`src/rtl/sclk_pkg.sv`:
```
// Shared types and default widths for the sclk burst generator.
package sclk_pkg;
   localparam int DIV_W_DEF = 16;
   localparam int CNT_W_DEF = 8;

   typedef enum logic {
      IDLE = 1'b0,
      RUN  = 1'b1
   } state_t;
endpackage

```
`src/rtl/sclk_div_cnt.sv`:
```
// Half-period down-counter: load has priority, decrement stops at zero.
// zero_o is registered-state derived, so it marks the last cycle of each half-period.
module sclk_div_cnt #(
   parameter int W = 16
) (
   input  logic         clk,
   input  logic         rst_n,
   input  logic         load_i,
   input  logic [W-1:0] load_val_i,
   input  logic         en_i,
   output logic         zero_o
);
   logic [W-1:0] cnt_q, cnt_d;

   always_comb begin
      cnt_d = cnt_q;
      if (load_i) begin
         cnt_d = load_val_i;
      end else if (en_i && (cnt_q != '0)) begin
         cnt_d = cnt_q - W'(1);
      end
   end

   always_ff @(posedge clk) begin
      if (!rst_n) begin
         cnt_q <= '0;
      end else begin
         cnt_q <= cnt_d;
      end
   end

   assign zero_o = (cnt_q == '0);
endmodule

```
`src/rtl/sclk_burst_gen.sv`:
```
// Generates a burst of npulses sclk periods (2*div clk cycles each) with edge strobes.
// First leading edge appears div+1 cycles after start; done coincides with the final trailing edge.
module sclk_burst_gen
   import sclk_pkg::*;
#(
   parameter int DIV_W = DIV_W_DEF,
   parameter int CNT_W = CNT_W_DEF
) (
   input  logic             clk,
   input  logic             rst_n,
   input  logic             start,
   input  logic             abort,
   input  logic [DIV_W-1:0] div,
   input  logic [CNT_W-1:0] npulses,
   input  logic             cpol,
   output logic             sclk,
   output logic             lead_stb,
   output logic             trail_stb,
   output logic             busy,
   output logic             done
);
   state_t           state_q, state_d;
   logic [DIV_W-1:0] div_q, div_d;
   logic [CNT_W-1:0] npulses_q, npulses_d;
   logic             cpol_q, cpol_d;
   logic [CNT_W:0]   edge_q, edge_d, edge_nxt;
   logic             sclk_q, sclk_d;
   logic             lead_q, lead_d;
   logic             trail_q, trail_d;
   logic             done_q, done_d;
   logic             accept, last_edge;
   logic             cnt_load, cnt_zero;
   logic [DIV_W-1:0] cnt_val;

   assign accept    = start && (div != '0) && (npulses != '0);
   assign edge_nxt  = edge_q + (CNT_W+1)'(1);
   assign last_edge = (edge_nxt == {npulses_q, 1'b0});

   always_comb begin
      state_d   = state_q;
      div_d     = div_q;
      npulses_d = npulses_q;
      cpol_d    = cpol_q;
      edge_d    = edge_q;
      sclk_d    = sclk_q;
      lead_d    = 1'b0;
      trail_d   = 1'b0;
      done_d    = 1'b0;
      cnt_load  = 1'b0;
      cnt_val   = div_q - DIV_W'(1);
      case (state_q)
         IDLE: begin
            sclk_d = cpol_q;
            if (accept) begin
               state_d   = RUN;
               div_d     = div;
               npulses_d = npulses;
               cpol_d    = cpol;
               sclk_d    = cpol;
               edge_d    = '0;
               cnt_load  = 1'b1;
               cnt_val   = div - DIV_W'(1);
            end
         end
         RUN: begin
            // Abort wins over a toggle due in the same cycle, so no strobe escapes.
            if (abort) begin
               state_d = IDLE;
               sclk_d  = cpol_q;
            end else if (cnt_zero) begin
               cnt_load = 1'b1;
               edge_d   = edge_nxt;
               if (last_edge) begin
                  state_d = IDLE;
                  sclk_d  = cpol_q;
                  trail_d = 1'b1;
                  done_d  = 1'b1;
               end else begin
                  sclk_d  = ~sclk_q;
                  lead_d  = (sclk_q == cpol_q);
                  trail_d = (sclk_q != cpol_q);
               end
            end
         end
         default: state_d = IDLE;
      endcase
   end

   always_ff @(posedge clk) begin
      if (!rst_n) begin
         state_q   <= IDLE;
         div_q     <= '0;
         npulses_q <= '0;
         cpol_q    <= 1'b0;
         edge_q    <= '0;
         sclk_q    <= 1'b0;
         lead_q    <= 1'b0;
         trail_q   <= 1'b0;
         done_q    <= 1'b0;
      end else begin
         state_q   <= state_d;
         div_q     <= div_d;
         npulses_q <= npulses_d;
         cpol_q    <= cpol_d;
         edge_q    <= edge_d;
         sclk_q    <= sclk_d;
         lead_q    <= lead_d;
         trail_q   <= trail_d;
         done_q    <= done_d;
      end
   end

   sclk_div_cnt #(.W(DIV_W)) u_div_cnt (
      .clk        (clk),
      .rst_n      (rst_n),
      .load_i     (cnt_load),
      .load_val_i (cnt_val),
      .en_i       (state_q == RUN),
      .zero_o     (cnt_zero)
   );

   assign sclk      = sclk_q;
   assign lead_stb  = lead_q;
   assign trail_stb = trail_q;
   assign done      = done_q;
   assign busy      = (state_q == RUN);
endmodule

```
`config.mk`:
```
export PLATFORM = sky130hd
export DESIGN_NAME = sclk_burst_gen
export DESIGN_NICKNAME = d
export VERILOG_FILES = /design/src/rtl/sclk_pkg.sv /design/src/rtl/sclk_div_cnt.sv /design/src/rtl/sclk_burst_gen.sv
export SDC_FILE = /design/constraint.sdc
export NUM_CORES = 1
export LEC_CHECK = 0
export ABC_AREA = 1
export BUFFER_PORTS_ARGS = -buffer_cell sky130_fd_sc_hd__clkbuf_2
export CAP_MARGIN = 15
export CORE_MARGIN = 4
export CORE_UTILIZATION = 35
export DETAILED_ROUTE_END_ITERATION = 6
export HOLD_SLACK_MARGIN = 0.06
export SYNTH_ARGS = -nofsm -noshare
export SYNTH_HDL_FRONTEND = slang
export SYNTH_SLANG_ARGS = --single-unit
```
`constraint.sdc`:
```
create_clock -name clk -period 2.4 [get_ports clk]
set_clock_uncertainty 0.1 [all_clocks]
set_input_delay 0.72 -clock clk [delete_from_list [all_inputs] [get_ports clk]]
set_output_delay 0.72 -clock clk [all_outputs]
set_load 0.01 [all_outputs]
```
==> run summary, run 1 <==
Clock Tree Root = clkbuf_8
syn nets = 602
die footprint = 12,100 µm²
Leak = 1.867 nW
Tcrit/Tclk final = 90.96%
ranking of synthesized cells by area = dfxtp_1 30%, nand2_1 12%, nor2_1 7.8%
IO Pins = 34
Seq/Total Area, Yosys = 30.24%
Synth Register Bits = 55
Slew Limit Fails = 0
synth-to-layout area growth = 16.39%
Worst Hold Launch = npulses_q[7]
worst endpoint required time = 2.51 ns
reg2reg end = u_div_cnt.cnt_q[14]
total CTS buffers = 5
CP Cell Sequence = clkbuf_2 > inv_1 > ha_1 > nand2_1 > nor3_1 > nand3_2 > buf_4 > nand3_2 > buf_4 > nand3_1 > o21ai_0 > nand2_1 > nand2_1 > a21oi_2
worst reg2reg path startpoint = u_div_cnt.cnt_q[0]
DRT Pass-1 Iters = 5
Critical Path End Type = flop
Total Routing Usage GR = 16.30%
Syn Area/Cell = 6.422 µm²
Final GP Congestion = 0.8958
Largest stage delay, worst path = 0.21 ns
DR WL/cell = 12.34 µm
input/output buffers = 33
vias in the first global route = 3,486
Non-Filler Instances = 758
Bufs on Longest Clock Path = 2
top cell type by total area after synthesis = dfxtp_1
Worst Path Arrival = 2.30 ns
f_max = 0.4581 GHz
die height = 110.0 µm
Clock Latency Late Sink = 0.32 ns
power density cells = 585.7 nW/µm²
final hold violation count = 0
die width = 110.0 µm
PostCTS Resize Cnt = 0
MaxCap Viol Count = 0
count of final setup violators = 0
post-route minimum period = 2.183 ns
synthesis warning total = 0
Crit Path Max Fanout = 12
first-pass GRT wire length = 16,020 µm
synthesized cell area = 3641 µm²
via count = 3,686
antenna-violating nets left = 0
Clk network pwr share = 21.8%
nets = 659
CP startpoint kind = input port
r2r worst-path depth = 8
antenna cells = 0
grt total ovfl = 0
NetSw = 0.9347 mW
Core ar. = 9955 µm²
Sequential Power Share = 44.0%
hold_buf cts = 0
slowest CP cell = nor3_1
maximum vdd drop = 0.2912 mV
RSZ-0062 raised after global routing = false
Post-Place Cells = 750
DPL Wire Length = 7212 µm
critical path class = in2reg
Starting Density = 36.58%
worst-margin pin slew = 0.4597 ns
clock slew at reported path FFs = 0.10 ns
status = finished clean
initial antenna violation count = 0
synthesized instance count = 567
clk sinks = 55
Int Pwr = 1.547 mW
pin count of the biggest net entering global routing = 38
Iter 0 DRT Violations = 207
number of vias per cell = 4.863
combinational power share = 34.2%
Worst slew margin = 68.96%
most frequent CP cell = nand2_1
# DRC = 0
H-tree Lvls = 2
final WL = 9350 µm
sw frac = 37.66%
FP Rows = 36
post-route cell area = 4238 µm²
# Post-CTS Setup Buffers = 0
CTS tree = built
Hold Path Depth = 2
WHS Endpoint = npulses_q[7]
HP Class = reg2reg
placed inst area = 4149 µm²
layout cells sized above 1 = 16.64%
Synth cell types = 43
Worst R2R Setup Slack = 0.39 ns
top cell type's share of synthesized area = 30.24%
[power groups by stage]
stage / combinational (mW) / clock, mW / sequential [mW]
2_1_floorplan: 0.626 / 0 / 1.09
3_3_place_gp: 0.837 / 0 / 1.11
3_5_place_dp: 0.844 / 0 / 1.11
4_1_cts: 0.851 / 0.558 / 1.09
5_1_grt: 0.976 / 0.588 / 1.10
6_report: 0.849 / 0.542 / 1.09
[placed cells by master (no fill, tap or decap), types with 5 or more instances in the layout]
| cell type | n |
|---|---|
| buf_4 | 33 |
| nand4_1 | 5 |
| nand2_1 | 121 |
| a21oi_1 | 53 |
| nor2_1 | 76 |
| clkbuf_8 | 5 |
| clkbuf_2 | 33 |
| nor3_1 | 7 |
| inv_1 | 58 |
| xnor2_1 | 7 |
| o211ai_1 | 5 |
| xor2_1 | 15 |
| o21ai_0 | 50 |
| nand3_1 | 43 |
| ha_1 | 6 |
| dfxtp_1 | 55 |
[worst max-delay path by stage]
stage | cells after the start | end | slack, ns | start
after detailed placement | 14 | u_div_cnt.cnt_q[6] | -0.12 | div[0]
after CTS | 13 | u_div_cnt.cnt_q[0] | 0.20 | div[0]
after global routing | 13 | u_div_cnt.cnt_q[0] | 0.04 | div[0]
final | 14 | u_div_cnt.cnt_q[6] | 0.22 | div[0]
after global placement | 14 | u_div_cnt.cnt_q[6] | -0.07 | div[0]
after floorplan | 12 | u_div_cnt.cnt_q[14] | 0.22 | div[0]
[area by class of cell]
class,instances,area [µm²]
flip-flops and latches,55,1101
inverters,65,246.5
multi-input cells,429,2182
repair buffers,68,452.9
well taps,133,166.4
fillers,1057,5717
clock inverters,3,20.02
clock buffers,5,68.82
[cells in the mapped netlist (all sizes together)]
library cell,number
nor2,81
a21boi,1
nand3b,2
nor4,1
a31oi,3
clkbuf,6
clkinv,2
a21oi,56
and2,1
o21ai,55
nor3,8
buf,12
dfxtp,55
or2,4
ha,6
nand3,45
inv,63
a211oi,3
xnor2,7
nand4,5
xor2,15
o311ai,1
a21o,1
o211ai,5
nand2,127
o21bai,2
[per-stage QoR]
stage	hold WS (ns)	setup TNS [ns]	power, mW	utilization, %	setup WS [ns]
6_report	0.3801	0	2.482	42.57	0.2169
5_1_grt	0.4111	0	2.669	42.57	0.03585
4_1_cts	0.3850	0	2.499	42.57	0.2035
3_5_place_dp	0.3674	-0.9208	1.954	41.68	-0.1174
3_3_place_gp	0.3580	-0.3123	1.945	41.68	-0.06770
2_1_floorplan	0.3444	0	1.721	-	0.2210
[state kept, by name (all words and copies together), names as in the netlist]
register,count
cpol_q,1
edge_q,9
sclk,1
trail_stb,1
busy,1
div_q,16
npulses_q,8
u_div_cnt.cnt_q,16
done,1
lead_stb,1
[worst max-delay path: cells and delay by family]
family	cells	cell delay, ns
simple gates	7	0.72
buf+inv	4	0.53
compound gates	2	0.15
fa+ha+maj	1	0.16
[cells by family (layout without fill, tap and decap cells)]
kind of cell,count (synthesis),after routing,share of synthesized area [%]
compound gates,127,127,19.38
xor+xnor,22,22,5.292
fa+ha+maj,6,6,2.062
buf+inv,83,141,9.828
flops,55,55,30.24
simple gates,274,274,33.20
[metal layers]
layer  vias up  global-route usage, %  routed length [µm]
met4         0                  2.493                  22
met3         4                  2.388                 414
met5         -                      0                   0
li1       1954                      -                   -
met1      1654                  22.63                4608
met2        74                  27.30                4305
Note: power is estimated with default switching activity, not from simulation.
==> run 2, diff against run 1 <==
--- a/config.mk
+++ b/config.mk
@@ -9,7 +9,7 @@
 export BUFFER_PORTS_ARGS = -buffer_cell sky130_fd_sc_hd__clkbuf_2
 export CAP_MARGIN = 15
 export CORE_MARGIN = 4
-export CORE_UTILIZATION = 35
+export CORE_UTILIZATION = 30
 export DETAILED_ROUTE_END_ITERATION = 6
 export HOLD_SLACK_MARGIN = 0.06
 export SYNTH_ARGS = -nofsm -noshare
==> run summary, run 2 (synthesis results as in run 1) <==
vias in the first global route = 3,558 (+2.1%)
worst-margin pin slew = 0.4851 ns (+0.02543 ns)
die height = 118.2 µm (+7.4%)
NetSw = 0.9472 mW (+1.3%)
pin count of the biggest net entering global routing = 31 (-18%)
reg2reg end = u_div_cnt.cnt_q[14]
Crit Path Max Fanout = 9 (-3)
final hold violation count = 0 (unchanged)
Worst Path Arrival = 2.25 ns (-0.05 ns)
Critical Path End Type = flop
hold_buf cts = 0 (unchanged)
critical path class = in2reg
# Post-CTS Setup Buffers = 0 (unchanged)
initial antenna violation count = 0 (unchanged)
Non-Filler Instances = 767 (+1.2%)
most frequent cells in the layout = 121 x nand2_1, 76 x nor2_1, 58 x inv_1, 55 x dfxtp_1, 53 x a21oi_1
DPL Wire Length = 7605 µm (+5.4%)
Int Pwr = 1.737 mW (+12%)
nets = 659 (unchanged)
WHS Endpoint = npulses_q[1]
status = finished clean
CP Cell Sequence = clkbuf_2 > nor3_1 > buf_4 > a21oi_1 > buf_4 > nand2_4 > buf_4 > nand2_4 > nand2_8 > nand2_4 > o21ai_0 > a21oi_1
worst endpoint required time = 2.46 ns (-0.05 ns)
Slew Limit Fails = 0 (unchanged)
Starting Density = 31.22% (-5.4 points)
Worst slew margin = 67.25% (-1.7 points)
first-pass GRT wire length = 16,470 µm (+2.8%)
Clock Tree Root = clkbuf_16
clock slew at reported path FFs = 0.08 ns (-0.02 ns)
antenna cells = 0 (unchanged)
grt total ovfl = 0 (unchanged)
CTS tree = built
Sequential Power Share = 40.8% (-3.2 points)
Final GP Congestion = 0.8818 (-1.6%)
layout cells sized above 1 = 16.67% (+0.027 points)
Clk network pwr share = 26.8% (+5.0 points)
sw frac = 35.29% (-2.4 points)
# fillers = 1,224 (+16%)
Largest stage delay, worst path = 0.28 ns (+0.07 ns)
FP Rows = 39 (+8.3%)
Tcrit/Tclk final = 91.08% (+0.12 points)
r2r worst-path depth = 8 (unchanged)
MaxCap Viol Count = 0 (unchanged)
maximum vdd drop = 0.2583 mV (-11%)
Hold Path Depth = 2 (unchanged)
Largest regs = div_q: 16 flops, u_div_cnt.cnt_q: 16 flops, edge_q: 9 flops
synth-to-layout area growth = 19.28%
Clock Latency Late Sink = 0.29 ns (-0.03 ns)
DR WL/cell = 12.60 µm (+2.2%)
die width = 118.2 µm (+7.4%)
Core ar. = 11,660 µm² (+17%)
Post-Place Cells = 760 (+1.3%)
combinational power share = 32.3% (-1.9 points)
f_max = 0.4575 GHz (-0.13%)
via count = 3,730 (+1.2%)
setup TNS = 0 ns (unchanged)
RSZ-0062 raised after global routing = false
power density cells = 618.0 nW/µm² (+5.5%)
die footprint = 13,960 µm² (+15%)
post-layout util = 37.24% (-5.3 points)
IO Pins = 34 (unchanged)
clk sinks = 55 (unchanged)
CP startpoint kind = input port
total CTS buffers = 5 (unchanged)
Iter 0 DRT Violations = 222 (+7.2%)
# DRC = 0 (unchanged)
input/output buffers = 33 (unchanged)
most common cell after layout, fill and taps aside = nand2_1
H-tree Lvls = 2 (unchanged)
Bufs on Longest Clock Path = 2 (unchanged)
Fin Hold WS = 0.3747 ns (-0.005411 ns)
Total Routing Usage GR = 13.92% (-2.4 points)
HP Class = reg2reg
slowest CP cell = nor3_1
Worst Hold Launch = npulses_q[1]
Worst R2R Setup Slack = 0.40 ns (about the same)
number of vias per cell = 4.863 (about the same)
antenna-violating nets left = 0 (unchanged)
DRT Pass-1 Iters = 5 (unchanged)
final WL = 9668 µm (+3.4%)
Leak = 1.911 nW (+2.4%)
count of final setup violators = 0 (unchanged)
PostCTS Resize Cnt = 0 (unchanged)
post-route minimum period = 2.186 ns (+0.002831 ns)
worst reg2reg path startpoint = u_div_cnt.cnt_q[0]
## run 2: metrics by stage
stage	setup slack (ns)	power [mW]	cell area, µm²
floorplan	0.2210	1.721	3641
global placement	-0.08267	1.966	4199
detailed placement	-0.1278	1.977	4199
CTS	0.1846	2.707	4338
global route	0.02411	2.876	4343
finish	0.2141	2.684	4343
## run 2: cell type report
cell class | count | area, µm² | share of cell area, %
clock inverters | 2 | 13.76 | 0.3169
repair buffers | 68 | 490.5 | 11.29
clock buffers | 5 | 125.1 | 2.881
multi-input cells | 429 | 2187 | 50.36
flip-flops and latches | 55 | 1101 | 25.35
inverters | 65 | 246.5 | 5.676
well taps | 143 | 178.9 | 4.120
## run 2: worst max path at each step
stage / from / end / slack, ns / cells past startpoint
after floorplan: div[0] / u_div_cnt.cnt_q[14] / 0.22 / 12
after global placement: npulses[0] / u_div_cnt.cnt_q[3] / -0.08 / 14
after detailed placement: div[0] / u_div_cnt.cnt_q[9] / -0.13 / 12
after CTS: div[0] / u_div_cnt.cnt_q[9] / 0.18 / 12
after global routing: div[0] / u_div_cnt.cnt_q[14] / 0.02 / 14
final: npulses[0] / u_div_cnt.cnt_q[4] / 0.21 / 12
## run 2: power groups by stage
stage / clock (mW) / sequential (mW) / combinational, mW
2_1_floorplan: 0 / 1.09 / 0.626
3_3_place_gp: 0 / 1.11 / 0.852
3_5_place_dp: 0 / 1.11 / 0.862
4_1_cts: 0.747 / 1.09 / 0.867
5_1_grt: 0.784 / 1.11 / 0.982
6_report: 0.720 / 1.10 / 0.867
## run 2: layer usage
| layer | share of wire (%) | track usage, % |
|---|---|---|
| met1 | 50 | 19.54 |
| met2 | 44 | 22.83 |
| met3 | 5.0 | 2.436 |
| met4 | 0.76 | 2.125 |
| met5 | 0 | 0 |
## run 2: worst max-delay path, delay by kind of cell
| family | cells | cell delay, ns |
|---|---|---|
| buffers and inverters | 4 | 0.54 |
| AND/OR/NAND/NOR | 5 | 0.62 |
| AO/OA/AOI/OAI | 3 | 0.36 |
==> run 3, diff against run 2 <==
--- a/config.mk
+++ b/config.mk
@@ -5,7 +5,6 @@
 export SDC_FILE = /design/constraint.sdc
 export NUM_CORES = 1
 export LEC_CHECK = 0
-export ABC_AREA = 1
 export BUFFER_PORTS_ARGS = -buffer_cell sky130_fd_sc_hd__clkbuf_2
 export CAP_MARGIN = 15
 export CORE_MARGIN = 4
==> run summary, run 3 <==
status = complete, but fails checks
failing checks = negative setup slack
initial antenna violation count = 0 (unchanged)
synthesized instance count = 442 (-22%)
die footprint = 13,320 µm² (-4.6%)
Core ar. = 11,080 µm² (-5.0%)
first-pass GRT wire length = 17,220 µm (+4.6%)
syn nets = 477 (-21%)
ranking of synthesized cells by area = dfxtp_1 32%, nand2_1 7.6%, xnor2_1 5.3%
Multi-input gate area = 2571 µm² (+18%)
maximum vdd drop = 0.3042 mV (+18%)
Non-Filler Instances = 690 (-10%)
CTS tree = built
CP startpoint kind = input port
Worst slew margin = 64.67% (-2.6 points)
layout cells sized above 1 = 36.91% (+20 points)
antenna-violating nets left = 0 (unchanged)
grt total ovfl = 0 (unchanged)
Starting Density = 31.24% (about the same)
Bufs on Longest Clock Path = 2 (unchanged)
synthesis warning total = 0 (unchanged)
Crit Path Max Fanout = 6 (-3)
most common cell after layout, fill and taps aside = buf_4
most common cell in the synthesized netlist = nand2_1
pin count of the biggest net entering global routing = 23 (-26%)
Fin Hold WS = 0.3730 ns (-0.001743 ns)
final hold violation count = 0 (unchanged)
Sequential Area = 1104 µm² (+0.23%)
post-route cell area = 5000 µm² (+15%)
most frequent cells after synthesis = 70 x nand2_1, 55 x dfxtp_1, 39 x nor2_1
Largest regs = div_q: 16 flops, u_div_cnt.cnt_q: 16 flops, edge_q: 9 flops
count of final setup violators = 43 (+43)
Synth Register Bits = 55 (unchanged)
antenna cells = 0 (unchanged)
Syn Area/Cell = 7.830 µm² (+22%)
die width = 115.4 µm (-2.3%)
# DRC = 0 (unchanged)
Critical Path End Type = flop
f_max = 0.3880 GHz (-15%)
number of synthesized flops with an enable pin = 0 (unchanged)
worst endpoint required time = 2.54 ns (+0.08 ns)
power density cells = 532.2 nW/µm² (-14%)
clock slew at reported path FFs = 0.07 ns (about the same)
Leak = 2.012 nW (+5.3%)
RSZ-0062 raised after global routing = true
MaxCap Viol Count = 0 (unchanged)
Post-Place Cells = 670 (-12%)
via count = 3,658 (-1.9%)
final setup margin = -0.1771 ns (-0.3912 ns)
worst-margin pin slew = 0.5252 ns (+0.04005 ns)
placed inst area = 4308 µm² (+2.6%)
# fillers = 1,094 (-11%)
post-route minimum period = 2.577 ns (+0.3912 ns)
Power Total = 2.661 mW (-0.86%)
input/output buffers = 33 (unchanged)
DRT Pass-1 Iters = 5 (unchanged)
total CTS buffers = 5 (unchanged)
Tcrit/Tclk final = 107.4% (+16 points)
synth-to-layout area growth = 44.47%
top cell type by total area after synthesis = dfxtp_1
Seq/Total Area, Yosys = 31.81% (+1.6 points)
IO Pins = 34 (unchanged)
Total Routing Usage GR = 15.84% (+1.9 points)
nets = 585 (-11%)
Worst Path Arrival = 2.72 ns (+0.47 ns)
vias in the first global route = 3,520 (-1.1%)
die height = 115.4 µm (-2.3%)
Final GP Congestion = 0.9100 (+3.2%)
number of vias per cell = 5.301 (+9.0%)
synthesized cell area = 3461 µm² (-4.9%)
critical path class = in2reg
most frequent cells in the layout = 69 x buf_4, 55 x nand2_1, 53 x dfxtp_1, 35 x nor2_1, 31 x clkbuf_2
H-tree Lvls = 2 (unchanged)
Clock Latency Late Sink = 0.29 ns (about the same)
top cell type's share of synthesized area = 31.81% (+1.6 points)
DPL Wire Length = 7715 µm (+1.4%)
ys async rst share = 0% (unchanged)
HP Class = reg2reg
Iter 0 DRT Violations = 218 (-1.8%)
Clock Tree Root = clkbuf_16
Post-Place Setup Slack = -0.5682 ns (-0.4403 ns)
DR WL/cell = 15.43 µm (+22%)
Slew Limit Fails = 0 (unchanged)
FP Rows = 38 (-2.6%)
final WL = 10,650 µm (+10%)
Synth cell types = 64 (+49%)
clk sinks = 55 (unchanged)
Post-synth top flop = dfxtp_1
[run 3: cell types whose count changed in the layout (fill, tap and decap cells not counted), moves of 7 or more]
cell / change
a21oi_1: -39
inv_1: -49
nor4_1: +8
o21ai_0: -31
buf_6: +9
nand2_1: -66
xnor2_1: +12
nand3_1: -28
a21boi_1: +7
nor2_1: -41
a21oi_2: +7
nand2_2: +10
buf_4: +39
[run 3: per-layer routing]
metal / routed length, µm / track usage [%]
met1: 4855 / 21.71
met2: 5172 / 26.66
met3: 543 / 2.316
met5: 0 / 0
met4: 78 / 3.052
[run 3: report_power, final]
part / switching [mW] / internal [mW]
clock network: 0.330 / 0.488
registers: 0.0726 / 0.973
logic: 0.419 / 0.378
total: 0.822 / 1.84
[run 3: cell type report]
| type | count | share of cell area [%] |
|---|---|---|
| clock buffer | 6 | 2.578 |
| inverter | 11 | 1.326 |
| multi-input combinational | 359 | 51.43 |
| clock inverter | 1 | 0.6006 |
| tap | 140 | 3.504 |
| sequential | 55 | 22.07 |
| timing repair buffer | 118 | 18.49 |
[run 3: repair_timing]
action / 4_1_cts / 5_1_grt
hold buffers: 0 / 0
cloned: 4 / 0
gates resized for setup: 69 / 39
setup endpoints to repair: 45 / 52
pin swaps: 37 / 20
setup buffers: 8 / 2
[run 3: final timing paths]
| kind | end | depth (start not counted) | start | slack [ns] |
|---|---|---|---|---|
| max reg2reg | u_div_cnt.cnt_q[6] | 7 | u_div_cnt.cnt_q[6] | -0.05 |
| max | u_div_cnt.cnt_q[4] | 13 | div[0] | -0.18 |
| min reg2reg | npulses_q[1] | 2 | npulses_q[1] | 0.37 |
| min | npulses_q[1] | 2 | npulses_q[1] | 0.37 |
[run 3: kinds of logic (layout without fill, tap and decap cells)]
kind of cell / after synthesis / count (layout) / share of synthesized area, %
buf+inv: 29 / 136 / 3.399
xor+xnor: 38 / 38 / 9.617
fa+ha+maj: 6 / 6 / 2.169
compound gates: 107 / 107 / 21.04
mux: 2 / 2 / 0.5785
simple gates: 205 / 206 / 31.38
flops: 55 / 55 / 31.82
[run 3: worst max-delay path: stages]
cell	delay, ns
buf_8	0.10
buf_12	0.12
clkinv_8	0.04
ha_4	0.10
or4b_4	0.44
nand4bb_4	0.27
buf_6	0.15
nand4_1	0.09
buf_6	0.16
buf_12	0.15
o221ai_2	0.11
o31ai_2	0.08
o211a_1	0.17
[run 3: stage by stage]
stage          util, %  setup TNS, ns
3_3_place_gp     38.89         -21.16
5_1_grt          45.13         -7.104
3_5_place_dp     38.89         -23.82
2_1_floorplan        -         -1.598
6_report         45.13         -4.253
4_1_cts          43.43         -3.532
